==> config.mk <==
export PLATFORM = sky130hd
export DESIGN_NAME = condicionador_botoes_flat
export DESIGN_NICKNAME = d
export VERILOG_FILES = /design/src/rtl/condicionador_botoes_pkg.sv /design/src/rtl/condicionador_botoes_if.sv /design/src/rtl/condicionador_botoes_debounce_botao.sv /design/src/rtl/condicionador_botoes.sv /design/src/flat_wrapper.sv
export SDC_FILE = /design/constraint.sdc
export NUM_CORES = 1
export LEC_CHECK = 0
export BUFFER_PORTS_ARGS = -buffer_cell sky130_fd_sc_hd__buf_2
export CAP_MARGIN = 0
export CORE_UTILIZATION = 38
export CTS_CLUSTER_SIZE = 25
export DETAILED_ROUTE_END_ITERATION = 8
export HOLD_SLACK_MARGIN = 0.05
export SYNTH_ARGS = -nofsm -noshare
export SYNTH_HDL_FRONTEND = slang
export SYNTH_SLANG_ARGS = --single-unit
==> constraint.sdc <==
create_clock -name clk -period 2.4 [get_ports clk]
set_input_delay 0.48 -clock clk [delete_from_list [all_inputs] [get_ports clk]]
set_output_delay 0.48 -clock clk [all_outputs]
set_load 0.1 [all_outputs]
==> src/rtl/condicionador_botoes_pkg.sv <==
`default_nettype none
// ============================================================================
//  Module      : condicionador_botoes_pkg
//  Description : Shared constants, types and helpers for the button
//                conditioner (button count, default debounce length,
//                press counter ceiling, lowest-index picker).
//  Revision    : 1.0 - initial release
// ============================================================================
package condicionador_botoes_pkg;

   // Number of physical buttons handled by the conditioner
   localparam int N_BOTOES = 8;

   // Default debounce length in clock cycles (1 ms at 50 MHz)
   localparam int DEBOUNCE_CYCLES_PADRAO = 50000;

   // Ceiling of the accepted-press counter
   localparam logic [7:0] c_CONTAGEM_MAX = 8'hFF;

   typedef logic [N_BOTOES-1:0] botoes_t;

   // Keeps only the lowest set bit; the lower index wins simultaneous edges
   function automatic botoes_t menor_indice(input botoes_t v);
      botoes_t r;
      r = '0;
      for (int i = N_BOTOES - 1; i >= 0; i--) begin
         if (v[i]) begin
            r    = '0;
            r[i] = 1'b1;
         end
      end
      return r;
   endfunction

endpackage
`default_nettype wire

==> src/rtl/condicionador_botoes_if.sv <==
`default_nettype none
// ============================================================================
//  Module      : condicionador_botoes_if
//  Description : Bundle of the conditioner's button-side and game-side
//                signals. The master drives raw buttons and control, the
//                slave (conditioner) returns pulses, levels and press count.
//  Revision    : 1.0 - initial release
// ============================================================================
interface condicionador_botoes_if;
   import condicionador_botoes_pkg::*;

   botoes_t    botoes_brutos;
   logic       habilita;
   logic       limpa_contagem;
   botoes_t    pulsos;
   botoes_t    estado_botoes;
   logic [7:0] contagem_jogadas;

   modport master (
      output botoes_brutos,
      output habilita,
      output limpa_contagem,
      input  pulsos,
      input  estado_botoes,
      input  contagem_jogadas
   );

   modport slave (
      input  botoes_brutos,
      input  habilita,
      input  limpa_contagem,
      output pulsos,
      output estado_botoes,
      output contagem_jogadas
   );

endinterface
`default_nettype wire

==> src/rtl/condicionador_botoes_debounce_botao.sv <==
`default_nettype none
// ============================================================================
//  Module      : debounce_botao
//  Description : One button channel: two-flop synchronizer followed by a
//                saturating run-length debouncer. The debounced level only
//                follows the synchronized input after it has disagreed for
//                DEBOUNCE_CYCLES consecutive cycles.
//  Revision    : 1.0 - initial release
// ============================================================================
module debounce_botao
   import condicionador_botoes_pkg::*;
#(
   parameter int DEBOUNCE_CYCLES = DEBOUNCE_CYCLES_PADRAO
) (
   input  wire logic clk,
   input  wire logic rst,
   input  wire logic i_bruto,
   output logic      o_nivel
);

   localparam int                 c_LARGURA  = $clog2(DEBOUNCE_CYCLES);
   localparam logic [c_LARGURA-1:0] c_CNT_ULTIMO = c_LARGURA'(DEBOUNCE_CYCLES - 1);

   // A length below 2 leaves a zero-width counter; refuse to elaborate
   generate
      if (DEBOUNCE_CYCLES < 2) begin : g_param_invalido
         $error("debounce_botao: DEBOUNCE_CYCLES must be >= 2");
      end
   endgenerate

   logic                 r_sinc1;
   logic                 r_sinc2;
   logic                 r_nivel;
   logic [c_LARGURA-1:0] r_cnt;

   // Two-flop synchronizer for the asynchronous raw level
   always_ff @(posedge clk) begin
      if (rst) begin
         r_sinc1 <= 1'b0;
         r_sinc2 <= 1'b0;
      end else begin
         r_sinc1 <= i_bruto;
         r_sinc2 <= r_sinc1;
      end
   end

   // Count consecutive disagreement; accept the new level on the last count
   always_ff @(posedge clk) begin
      if (rst) begin
         r_nivel <= 1'b0;
         r_cnt   <= '0;
      end else if (r_sinc2 == r_nivel) begin
         r_cnt   <= '0;
      end else if (r_cnt == c_CNT_ULTIMO) begin
         r_nivel <= r_sinc2;
         r_cnt   <= '0;
      end else begin
         r_cnt   <= r_cnt + 1'b1;
      end
   end

   assign o_nivel = r_nivel;

endmodule
`default_nettype wire

==> src/rtl/condicionador_botoes.sv <==
`default_nettype none
// ============================================================================
//  Module      : condicionador_botoes
//  Description : Conditions eight raw push buttons into debounced levels,
//                one-cycle press pulses (lowest index wins, gated by
//                habilita) and a saturating count of accepted presses.
//  Revision    : 1.0 - initial release
// ============================================================================
module condicionador_botoes
   import condicionador_botoes_pkg::*;
#(
   parameter int DEBOUNCE_CYCLES = DEBOUNCE_CYCLES_PADRAO
) (
   input  wire logic              clk,
   input  wire logic              rst,
   condicionador_botoes_if.slave  bus
);

   botoes_t    w_nivel;
   botoes_t    w_candidatos;
   botoes_t    w_pulso_prox;
   botoes_t    r_nivel_ant;
   botoes_t    r_pulsos;
   logic [7:0] r_contagem;

   generate
      for (genvar i = 0; i < N_BOTOES; i++) begin : g_botao
         debounce_botao #(
            .DEBOUNCE_CYCLES (DEBOUNCE_CYCLES)
         ) u_debounce (
            .clk     (clk),
            .rst     (rst),
            .i_bruto (bus.botoes_brutos[i]),
            .o_nivel (w_nivel[i])
         );
      end
   endgenerate

   // Rising debounced edges only; releases produce nothing
   assign w_candidatos = w_nivel & ~r_nivel_ant;

   // Simultaneous edges are dropped except the lowest index; disabled edges are lost
   assign w_pulso_prox = bus.habilita ? menor_indice(w_candidatos) : '0;

   // Previous debounced level for edge detection, and the registered pulse
   always_ff @(posedge clk) begin
      if (rst) begin
         r_nivel_ant <= '0;
         r_pulsos    <= '0;
      end else begin
         r_nivel_ant <= w_nivel;
         r_pulsos    <= w_pulso_prox;
      end
   end

   // Accepted-press counter: clear wins, otherwise count up to the ceiling
   always_ff @(posedge clk) begin
      if (rst) begin
         r_contagem <= '0;
      end else if (bus.limpa_contagem) begin
         r_contagem <= '0;
      end else if ((|w_pulso_prox) && (r_contagem != c_CONTAGEM_MAX)) begin
         r_contagem <= r_contagem + 8'd1;
      end
   end

   assign bus.pulsos           = r_pulsos;
   assign bus.estado_botoes    = w_nivel;
   assign bus.contagem_jogadas = r_contagem;

endmodule
`default_nettype wire

==> src/flat_wrapper.sv <==
// flat-port wrapper written by rule: the top's interface ports become plain ports
module condicionador_botoes_flat import condicionador_botoes_pkg::*;
#(
   parameter int DEBOUNCE_CYCLES = DEBOUNCE_CYCLES_PADRAO
)
  (clk, rst, bus_botoes_brutos, bus_habilita, bus_limpa_contagem, bus_pulsos, bus_estado_botoes, bus_contagem_jogadas);
  condicionador_botoes_if bus_i ();
  input  wire logic clk;
  input  wire logic rst;
  input wire logic [$bits(bus_i.botoes_brutos)-1:0] bus_botoes_brutos;
  input wire logic [$bits(bus_i.habilita)-1:0] bus_habilita;
  input wire logic [$bits(bus_i.limpa_contagem)-1:0] bus_limpa_contagem;
  output wire logic [$bits(bus_i.pulsos)-1:0] bus_pulsos;
  output wire logic [$bits(bus_i.estado_botoes)-1:0] bus_estado_botoes;
  output wire logic [$bits(bus_i.contagem_jogadas)-1:0] bus_contagem_jogadas;
  assign bus_i.botoes_brutos = bus_botoes_brutos;
  assign bus_i.habilita = bus_habilita;
  assign bus_i.limpa_contagem = bus_limpa_contagem;
  assign bus_pulsos = bus_i.pulsos;
  assign bus_estado_botoes = bus_i.estado_botoes;
  assign bus_contagem_jogadas = bus_i.contagem_jogadas;
  condicionador_botoes #(.DEBOUNCE_CYCLES(DEBOUNCE_CYCLES)) u_core (.clk(clk), .rst(rst), .bus(bus_i));
endmodule
; ---- Word level (Yosys, flattened, before mapping)
; Index checks and enable logic that the tools add are counted.
[totals]
word_cells = 99
output_inout_bits = 24
regBits = 176
input_bits = 12
[op_classes]
muxes = 9
n_eq_ne = 17
bitwise = 10
add_sub_neg = 9
reduce_logical = 19
[op_table]
columns = op, n
row1 = "16-bit by 1-bit adder with 16-bit output, second input constant", 8
row2 = "16-bit == test, second input constant", 8
row3 = 8-bit two-way mux, 9
row4 = 3-bit OR reduction, 8
row5 = 2-bit AND reduction, 8
row6 = "8-bit by 1-bit adder with 8-bit output, second input constant", 1
row7 = 8-bit AND, 1
row8 = 1-bit == test, 8
row9 = "8-bit != test, second input constant", 1
row10 = 1-bit NOT, 8
row11 = 8-bit NOT, 1
row12 = 8-bit OR reduction, 1
row13 = 2-bit OR reduction, 1
row14 = 1-bit logical AND, 1

; ---- Logic depth before layout (Yosys ltp)
[depth]
ltp_word = 13
depth_mapped = 7
ltp_nobuf = 6

; ---- Hierarchy
; Synthesis repeated with hierarchy kept, for this count alone.
[hier_totals]
cells_unflattened = 798
hier_area_um2 = 7759.9
[by_module_without_submodules]
columns = module, seq_area_each_um2, cells_each, instances, area_per_inst_um2
row1 = debounce_botao, 380.4, 87, 8, 847.1
row2 = condicionador_botoes, 480.5, 102, 1, 983.4

; ---- Worst setup path after synthesis
; No wires, ideal clock.
[synth_timing]
kind = register -> register
startpoint = reg u_core.r_contagem[0], in the netlist u_core.bus.contagem_jogadas[0]
endpoint = reg u_core.r_contagem[3], in the netlist u_core.bus.contagem_jogadas[3]
setup_slack_ps = 293
synth_period_minus_slack_ps = 2107
required_ps = 2327
n_path_buf = 0
stages_incl_launch_ff = 7
arrival_ps = 2034
path_cell_list = dfxtp_1 -> ha_1 -> nand3_1 -> o21ai_0 -> a21oi_2 -> nand4_1 -> mux2i_1
[synth_via]
elab_chain_len = 2
elab_cells_between_ends = 3
classes_between = 1 x add/sub / 1 x eq/ne / 1 x reduce/logical
[synth_lines]
columns = item, line_no
row1 = from (decl), condicionador_botoes.sv:24  ; logic [7:0] r_contagem;
row2 = from (signal assigned), condicionador_botoes.sv:63  ; r_contagem <= r_contagem + 8'd1;
row3 = "parallel branches: the longest is 2 deep, another holds 8-bit by 1-bit adder with 8-bit output", n/a
; Parallel ways; which one is timed is not known.
; A chain may end at the register's enable or synchronous reset.

; ---- Worst setup path in the final report
[layout_timing]
startpoint = reg u_core.g_botao[0].u_debounce.r_cnt[0]
endpoint = reg u_core.g_botao[0].u_debounce.r_cnt[9]
[layout_via]
elab_chain_len = 2
elab_cells_between_ends = 3
classes_between = 1 x add/sub / 1 x eq/ne / 1 x reduce/logical
[layout_lines]
columns = item, line_no
row1 = from (decl), condicionador_botoes_debounce_botao.sv:34  ; logic [c_LARGURA-1:0] r_cnt;
row2 = from (signal assigned), condicionador_botoes_debounce_botao.sv:58  ; r_cnt <= r_cnt + 1'b1;
row3 = "parallel branches: the longest is 2 deep, another holds 16-bit by 1-bit adder with 16-bit output", n/a
; Parallel ways; which one is timed is not known.

==> results.txt <==
Mapped Cells - 806
commonest register cell after synthesis - dfxtp_1
CTS tree - yes
Leakage - 0.00285 uW
period utilisation layout - 0.770
worst endpoint required time - 2710 ps
share of layout cells above drive strength 1 - 0.0988
WL per Instance - 11.8 um
synth warn - 0
first-pass GRT wire length - 22.2 mm
H-tree depth - 4
Residual DRC - 0
# IOs - 36
clock network power share - 0.484
# setup viols final - 0
worst vdd rail ir drop - 0.526 mV
Max stage delay on crit path - 410 ps
Sum Neg Setup Slack - 0 ps
Core Area - 0.0186 mm2
slowest CP cell - or3_1
Clock transition at path regs - 70 ps
arrival time of the worst setup path - 2160 ps
Synthesized Nets - 827
RSZ-0062 raised after global routing - no
most common cell in the synthesized netlist - dfxtp_1
fillers - 1,829
Sw Share - 0.211
register area - 0.00352 mm2
Post-synth EDFFs - 0
deepest clock path buffer count - 2
vias in the first global route - 4,808
Post-CTS Resized - 0
Num CTS Buffers - 17
post-route ant nets - 0
Unique masters post-synth - 45
gr usage total - 0.140
Internal Pwr Total - 4610 uW
postcts setup bufs - 0
antenna fix cells - 0
area grow syn2layout - 13.1%
nature of the critical path startpoint - flop
maximum clock rate - 541 MHz
CTS root buf - clkbuf_16
Die W - 140 um
Mapped Avg Cell Area - 8.97 um2
vias - 5,155
Seq pwr share - 0.503
final wirelength - 12.7 mm
Initial Util - 0.388
Comb power frac - 0.013
Final Hold Violating Endpoints - 0
Worst-Skew Late Latency - 430 ps
routed vias/inst - 4.76
Async SR Flop Fraction - 0
global route overflow - 0
worst slew pin tran - 515 ps
Synth area leaders - dfxtp_1, nor2_1, xor2_1, xnor2_1, nand3_1
largest area contributor in the synthesized netlist - dfxtp_1
hold crit path type - in2reg
drt pass-1 iters - 5
Worst Setup End Kind - flop
cts hold-fix bufs - 0
multi-input logic area - 0.00349 mm2
critical path type - reg2reg
PortBufs - 35
Die Area - 0.0196 mm2
Slew Viols, Final - 0
Clock Sink Count - 176
Die Ht - 140 um
area share of the largest cell type after synthesis - 0.488
crit path time final - 1850 ps
max cap viols - 0
most frequent cells after synthesis - dfxtp_1, nor2_1, xor2_1
largest net degree at the start of global routing - 21
sequential area share after synthesis - 0.488
switching power - 1240 uW
NumNets Final - 858
Final Core Density - 0.439
number of synthesized register bits - 176
1st-iter DRT viols - 159
HPWL Detailed - 8.77 mm
cell area after synthesis - 0.00723 mm2
max_slew headroom - 0.659
initial antenna violation count - 0
status - completed
RD Place Congestion - 0.769
cell row count - 50
power per cell area - 715 mW/mm2
Fin Clk Skew - 7.37 ps
crit path max fanout - 15
crit-path cells - ha_1, and3_1, nand3_1, or3_1, nand2_2, nor2_1
==> power groups by stage <==
stage / Sequential, uW / Clock (uW) / Combinational, uW
2_1_floorplan: 3010 / 0 / 52.6
3_3_place_gp: 3010 / 0 / 77.6
3_5_place_dp: 3010 / 0 / 77.8
4_1_cts: 2940 / 2910 / 78.3
5_1_grt: 2940 / 3060 / 85.9
6_report: 2940 / 2830 / 75.7
==> worst max-delay path, delay by kind of cell, from the launching register on <==
kind          cells  cell delay [ps]
flops             1              360
simple gates      5             1170
fa+ha+maj         1              200
==> per-layer routing <==
layer  GRT usage  up-vias  part of all wire
met4      0.0573        0             0.012
met2       0.214       54              0.44
met3      0.0441        9             0.040
met5           0        -                 0
met1       0.183     2349              0.51
li1            -     2743                 -
==> per-stage QoR <==
| stage | total power, uW | cell area [um2] | setup WS (ps) | hold slack, ps | cells |
|---|---|---|---|---|---|
| after floorplan | 3060 | 7230 | 293 | 414 | 806 |
| after global placement | 3090 | 7570 | 598 | 418 | 1052 |
| after detailed placement | 3090 | 7570 | 556 | 425 | 1052 |
| after CTS | 5930 | 8180 | 537 | 240 | 1084 |
| after global routing | 6090 | 8180 | 362 | 245 | 1084 |
| final | 5850 | 8180 | 552 | 251 | 1084 |
==> placed cells by master (no fill, tap or decap), drive strengths merged, types with 4 or more instances in the layout <==
cell,instances
xnor2,59
inv,19
nand2b,11
nand2,58
dfxtp,176
nor4,10
nor2b,26
nand4,29
and3,24
nor4bb,4
mux2i,9
nor3,20
nor2,175
clkbuf,17
buf,39
nand3,47
clkinv,5
ha,9
a21oi,7
or3,6
o21ai,4
xor2,61
and4,6
==> logic make-up after synthesis <==
family | after synthesis | share of synthesized area
and+or+nand+nor | 432 | 0.292
DFF | 176 | 0.488
xor gates and xnor gates | 120 | 0.145
buffers and inverters | 41 | 0.0289
AOI/OAI and AO/OA | 19 | 0.0177
muxes | 9 | 0.0125
adders and majority gates | 9 | 0.0156
==> final cells by class <==
class,instances,share of cell area
sequential,176,0.431
multi-input combinational,589,0.427
clock buffer,17,0.0520
timing repair buffer,39,0.0251
tap,234,0.0358
clock inverter,15,0.0222
inverter,14,0.00643
==> final timing paths <==
path / from / endpoint / slack, ps / cells past startpoint
max: u_core.g_botao[0].u_debounce.r_cnt[0] / u_core.g_botao[0].u_debounce.r_cnt[9] / 550 / 6
min: bus_botoes_brutos[6] / u_core.g_botao[6].u_debounce.r_sinc1 / 250 / 2
max reg2reg: u_core.g_botao[0].u_debounce.r_cnt[0] / u_core.g_botao[0].u_debounce.r_cnt[9] / 550 / 6
min reg2reg: u_core.g_botao[1].u_debounce.r_sinc1 / u_core.g_botao[1].u_debounce.r_sinc2 / 440 / 1
==> flip-flops by register name, summed over array words and instances (netlist names) <==
name                               count
u_core.g_botao.u_debounce.r_sinc2      8
u_core.r_nivel_ant                     8
u_core.bus.pulsos                      8
u_core.bus.contagem_jogadas            8
u_core.g_botao.u_debounce.r_cnt      128
u_core.g_botao.u_debounce.r_sinc1      8
u_core.g_botao.u_debounce.o_nivel      8
No activity file was read; power rests on OpenSTA's default activity.
